--- config.mk ---
export PLATFORM = sky130hd
export DESIGN_NAME = card_dealer_flat
export DESIGN_NICKNAME = d
export VERILOG_FILES = /design/src/rtl/card_pkg.sv /design/src/rtl/card_dealer_if.sv /design/src/rtl/card_rng.sv /design/src/rtl/card_dealer.sv /design/src/flat_wrapper.sv
export SDC_FILE = /design/constraint.sdc
export NUM_CORES = 1
export LEC_CHECK = 0
export ABC_CLOCK_PERIOD_IN_PS = 6590
export BUFFER_PORTS_ARGS = -buffer_cell sky130_fd_sc_hd__buf_2
export CAP_MARGIN = 25
export CORE_ASPECT_RATIO = 0.75
export CORE_MARGIN = 2
export CORE_UTILIZATION = 28
export CTS_BUF_LIST = sky130_fd_sc_hd__clkbuf_8
export CTS_CLUSTER_DIAMETER = 150
export CTS_CLUSTER_SIZE = 16
export DETAILED_ROUTE_END_ITERATION = 10
export HOLD_SLACK_MARGIN = 0.06
export PLACE_DENSITY_LB_ADDON = 0.12
export SLEW_MARGIN = 0
export SYNTH_ARGS = -nofsm -noshare
export SYNTH_HDL_FRONTEND = slang
export SYNTH_SLANG_ARGS = --single-unit
--- constraint.sdc ---
create_clock -name clock -period 6.59 [get_ports clock]
set_clock_uncertainty 0.15 [all_clocks]
set_input_delay 0.9885 -clock clock [delete_from_list [all_inputs] [get_ports clock]]
set_output_delay 0.9885 -clock clock [all_outputs]
set_load 0.02 [all_outputs]
--- src/rtl/card_pkg.sv ---
// Shared card types for the Baccarat datapath.
// Used by the dealer, 7-segment decoders and scoring.
package card_pkg;

  typedef logic [3:0] card_t;

  localparam card_t CARD_BLANK = 4'd0;
  localparam card_t CARD_ACE   = 4'd1;
  localparam card_t CARD_KING  = 4'd13;

  typedef enum logic [1:0] {
    IDLE,
    SEARCH,
    DONE,
    HOLD
  } dealer_state_t;

  function automatic card_t next_rank(card_t c);
    return (c == CARD_KING) ? CARD_ACE : c + 4'd1;
  endfunction

endpackage

--- src/rtl/card_dealer_if.sv ---
// Request/deal bundle between the game controller
// and the card dealer.
interface card_dealer_if;
  import card_pkg::*;

  logic       deal_req;
  logic       shuffle;
  card_t      card;
  logic       deal_valid;
  logic       deck_empty;
  logic [8:0] cards_left;

  modport master (
    output deal_req, shuffle,
    input  card, deal_valid, deck_empty, cards_left
  );

  modport slave (
    input  deal_req, shuffle,
    output card, deal_valid, deck_empty, cards_left
  );

endinterface

--- src/rtl/card_rng.sv ---
// Free-running rank source cycling 1..13.
// Kept separate so it can be swapped or forced.
module card_rng
  import card_pkg::*;
(
  input  logic  clock,
  input  logic  resetb,
  output card_t rng
);

  // advance every clock regardless of dealer state
  always_ff @(posedge clock or negedge resetb) begin
    if (!resetb) rng <= CARD_ACE;
    else         rng <= next_rank(rng);
  end

endmodule

--- src/rtl/card_dealer.sv ---
// Finite-shoe dealer: probes one rank per cycle from
// the rng start point until a rank with copies remains.
module card_dealer
  import card_pkg::*;
#(
  parameter int NUM_DECKS = 1
) (
  input logic          clock,
  input logic          resetb,
  card_dealer_if.slave bus
);

  localparam int CW = $clog2(4 * NUM_DECKS + 1);
  localparam logic [CW-1:0] FULL = CW'(4 * NUM_DECKS);
  localparam logic [8:0] TOTAL = 9'(52 * NUM_DECKS);

  dealer_state_t state, nxt;
  card_t         rng;
  card_t         cand;
  card_t         card_q;
  logic [CW-1:0] cnt [1:13];
  logic [8:0]    left_q;
  logic          empty_q;
  logic          hit;
  logic          fill, take, blank, load, step;

  card_rng u_rng (
    .clock  (clock),
    .resetb (resetb),
    .rng    (rng)
  );

  assign hit = (cnt[cand] != '0);

  // state register
  always_ff @(posedge clock or negedge resetb) begin
    if (!resetb) state <= IDLE;
    else         state <= nxt;
  end

  // next state and datapath strobes
  always_comb begin
    nxt   = state;
    fill  = 1'b0;
    take  = 1'b0;
    blank = 1'b0;
    load  = 1'b0;
    step  = 1'b0;
    unique case (state)
      IDLE: begin
        if (bus.shuffle) begin
          fill = 1'b1;
        end else if (bus.deal_req) begin
          if (left_q == '0) begin
            blank = 1'b1;
            nxt   = DONE;
          end else begin
            load = 1'b1;
            nxt  = SEARCH;
          end
        end
      end
      SEARCH: begin
        if (hit) begin
          take = 1'b1;
          nxt  = DONE;
        end else begin
          step = 1'b1;
        end
      end
      DONE: nxt = bus.deal_req ? HOLD : IDLE;
      HOLD: if (!bus.deal_req) nxt = IDLE;
      default: nxt = IDLE;
    endcase
  end

  // shoe counters, candidate rank and dealt card
  always_ff @(posedge clock or negedge resetb) begin
    if (!resetb) begin
      for (int i = 1; i <= 13; i++) cnt[i] <= FULL;
      left_q  <= TOTAL;
      empty_q <= 1'b0;
      card_q  <= CARD_BLANK;
      cand    <= CARD_BLANK;
    end else begin
      if (fill) begin
        for (int i = 1; i <= 13; i++) cnt[i] <= FULL;
        left_q  <= TOTAL;
        empty_q <= 1'b0;
        card_q  <= CARD_BLANK;
      end
      if (blank) card_q <= CARD_BLANK;
      if (load)  cand   <= rng;
      if (step)  cand   <= next_rank(cand);
      if (take) begin
        cnt[cand] <= cnt[cand] - 1'b1;
        left_q    <= left_q - 1'b1;
        empty_q   <= (left_q == 9'd1);
        card_q    <= cand;
      end
    end
  end

  assign bus.card       = card_q;
  assign bus.deal_valid = (state == DONE);
  assign bus.deck_empty = empty_q;
  assign bus.cards_left = left_q;

endmodule

--- src/flat_wrapper.sv ---
// flat-port wrapper written by rule: the top's interface ports become plain ports
module card_dealer_flat import card_pkg::*;
#(
  parameter int NUM_DECKS = 1
)
  (clock, resetb, bus_deal_req, bus_shuffle, bus_card, bus_deal_valid, bus_deck_empty, bus_cards_left);
  card_dealer_if bus_i ();
  input logic clock;
  input logic resetb;
  input wire logic [$bits(bus_i.deal_req)-1:0] bus_deal_req;
  input wire logic [$bits(bus_i.shuffle)-1:0] bus_shuffle;
  output wire logic [$bits(bus_i.card)-1:0] bus_card;
  output wire logic [$bits(bus_i.deal_valid)-1:0] bus_deal_valid;
  output wire logic [$bits(bus_i.deck_empty)-1:0] bus_deck_empty;
  output wire logic [$bits(bus_i.cards_left)-1:0] bus_cards_left;
  assign bus_i.deal_req = bus_deal_req;
  assign bus_i.shuffle = bus_shuffle;
  assign bus_card = bus_i.card;
  assign bus_deal_valid = bus_i.deal_valid;
  assign bus_deck_empty = bus_i.deck_empty;
  assign bus_cards_left = bus_i.cards_left;
  card_dealer #(.NUM_DECKS(NUM_DECKS)) u_core (.clock(clock), .resetb(resetb), .bus(bus_i));
endmodule
==> metrics.txt <==
status=finished, final reports clean; Min-Delay Path Class=reg2reg; post-route insts no fill=472; diode count=0; initial antenna violation count=0; final core utilization=a little under a third; Post-Place Setup Slack=around 2.8 ns; Fin. Hold Viols=0; Cells after DPL=approximately 460; Routed WL=between 8000 and 9000 µm; Lkg Pwr=1.50 nW; setup bufs post-CTS=0; first-pass GRT wire length=around 14000 µm; Total Routing Usage GR=~14%; starting density of the core=between 20 and 30%; worst skew pair latency=0.34 ns; ys async rst share=100%; Crit Path Max Fanout=15; final setup vio count=0; Clock Tree Buf Depth=2; vias=2381; fin. max-slew vios=0; top post-synthesis cells by area=dfrtp_1 (35%), dfstp_2 (14%), o21ai_0 (7.8%), mux2i_1 (4.3%), mux4_2 (4.1%); crit path launch type=flop; share of the synthesized area in the top cell type=between 30% and 40%; max_cap viols=0; cell taking the most area after synthesis=dfrtp_1; die height=just under 100 µm; fin nets=about 330; crit-path most repeated cell=ha_1; Core Rows=34; total congestion overflow=0; Clock Root Buffer=clkbuf_8; Core ar.=~11000 µm²; Fmax=0.284 GHz; Iter 0 DRT Violations=158; Synth Warn #=0; syn_area_per_cell=10.5 µm²; setup TNS=0 ns; Final Critical Period=roughly 3.5 ns; multi-input combinational cell area=1530 µm²; pin count of the biggest net entering global routing=64; CP arrival=about 3.6 ns; I/O pin count=19; Post-synth EDFFs=0; unique cell type count in the Yosys netlist=54; Yosys reg bits=63; Slowest cell on crit path=dfrtp_1; Worst-path clk slew=around 0.06 ns; max incr delay on CP=about 0.66 ns; worst path bufs/invs=1; post_cts resized=0; crit end category=flop; Pre-antenna DRT Iters=4; Tcrit/Tclk final=53.5%; layout cells sized above 1=between 20 and 25%; Clock H-tree levels=3; CTS tree=done; Slew @ Worst Pin=between 0.8 and 0.9 ns; Chip Width=between 100 and 150 µm; Port Buffers=18; Post-CTS Hold Buffers=0; CTS Buf Count=9; CP required=approximately 6.7 ns; Area Overhead vs Synth=11.6%; Clock Sinks=63; CP Cell Sequence=nor2b_1 -> and2_4 -> nor4_2 -> ha_1 -> ha_1 -> nor3b_4 -> buf_8 -> and4_1 -> mux2i_1; Placer Congestion=between 0.6 and 0.7; register area=~1600 µm²; Synth Net Count=between 300 and 400; register area share after synthesis=roughly half; Via density=5.04; Die ar.=~13000 µm²; critical setup path kind=reg2reg; maximum vdd ir drop=~0.14 mV; Post-Syn Area=approximately 3300 µm²; Power Dens Cells=roughly 440 nW/µm²; Remaining DRCs=0; overall power=about 1.6 mW; cells after synthesis=about 310; # fillers=1197; dpl hpwl=between 5000 and 6000 µm; PnR worst setup slack=~3.1 ns; Rel. slew slack=between 40% and 50%; RSZ-0062 raised after global routing=false; Main synth FF type=dfrtp_1; vias in the first global route=around 2400; WL/cell=~18 µm; Top delay family on crit path=simple AND/OR/NAND/NOR gates; DRT antenna net count=0
-- worst reg2reg max path, stage by stage, from the launching register on --
cell and delay [ns]:
dfrtp_1 0.66, nor2b_1 0.49, and2_4 0.29, nor4_2 0.06, ha_1 0.20, ha_1 0.26
nor3b_4 0.54, buf_8 0.23, and4_1 0.36, mux2i_1 0.22
-- Yosys cell counts (3+ instances only) --
| master | n |
|---|---|
| buf_6 | 4 |
| nor2_1 | 15 |
| a31oi_1 | 3 |
| a211oi_1 | 3 |
| clkbuf_1 | 9 |
| mux2i_1 | 14 |
| nand3_2 | 4 |
| dfstp_2 | 17 |
| buf_2 | 6 |
| o31a_1 | 3 |
| nand2_1 | 30 |
| mux4_2 | 6 |
| nand3_1 | 25 |
| ha_1 | 5 |
| nor2b_1 | 6 |
| a22o_1 | 5 |
| inv_1 | 4 |
| dfrtp_1 | 46 |
| o21ai_0 | 51 |
| a21oi_1 | 8 |
-- cell families (layout without fill, tap and decap cells) --
family | Yosys count | count (layout) | synth area share (%)
buffers and inverters | 25 | 44 | 4.15
AOI/OAI and AO/OA | 85 | 85 | 15.8
and+or+nand+nor | 110 | 110 | 20.3
DFF | 63 | 63 | 49.0
adders and majority gates | 5 | 5 | 1.92
muxes | 21 | 21 | 8.79
-- worst paths after layout --
| path | start | endpoint | slack (ns) | cells after the start |
|---|---|---|---|---|
| setup / recovery | u_core.cand[3] | u_core.cnt[7] | 3.06 | 9 |
| hold reg to reg | u_core.bus.deck_empty | u_core.bus.deck_empty | 0.34 | 2 |
| setup reg to reg | u_core.cand[3] | u_core.cnt[7] | 3.06 | 9 |
| min in group asynchronous | resetb | u_core.bus.cards_left[6] | 0.66 | 2 |
| max in group asynchronous | resetb | u_core.cand[3] | 5.04 | 2 |
| hold / removal | u_core.bus.deck_empty | u_core.bus.deck_empty | 0.34 | 2 |
-- through the flow --
| step | hold slack (ns) | cell area [µm²] |
|---|---|---|
| global route | 0.377 | 3640 |
| detailed placement | 0.327 | 3450 |
| finish | 0.344 | 3640 |
| global placement | 0.311 | 3450 |
| floorplan | 0.303 | 3260 |
| CTS | 0.344 | 3620 |
-- cell type report --
type	instances	share of cell area, %
multi-input combinational	221	42.0
clock inverter	5	0.688
sequential	63	43.9
timing repair buffer	24	3.92
inverter	4	0.413
clock buffer	11	4.16
tap	144	4.95
-- state kept, by name, indices dropped and copies added (netlist names) --
name                   flops
u_core.bus.deck_empty      1
u_core.bus.cards_left      9
u_core.cand                4
u_core.bus.card            4
u_core.state               2
u_core.u_rng.rng           4
u_core.cnt                39
-- cells in the final DEF, fill, tap and decap left out, types with 2 or more instances in the layout --
cell type	instances
o21ai_0	51
dfrtp_1	46
nand2_1	30
nand3_1	25
buf_2	18
dfstp_2	17
nor2_1	15
mux2i_1	14
clkbuf_8	11
a21oi_1	8
mux4_2	6
nor2b_1	6
inv_1	6
a22o_1	5
ha_1	5
buf_4	5
nand3_2	4
o31a_1	3
a31oi_1	3
a211oi_1	3
a311oi_1	2
a22oi_1	2
and2_4	2
and2_1	2
nor3b_1	2
nor4_2	2
a221o_1	2
and4_1	2
and3_1	2
nor3_1	2
nand2b_1	2
clkinv_2	2
-- power by group --
part	total, mW	internal [mW]	switching (mW)
clock	0.299	0.153	0.147
sequential	0.621	0.505	0.116
combinational	0.673	0.239	0.434
-- per-layer routing --
layer | wire length (µm) | track usage (%) | up-vias
li1 | - | - | 1162
met1 | 4590 | 22.4 | 1187
met2 | 3530 | 19.6 | 30
met3 | 217 | 3.80 | 2
met4 | 42 | 4.18 | 0
met5 | 0 | 0 | -
Note: power is estimated with default switching activity, not from simulation.
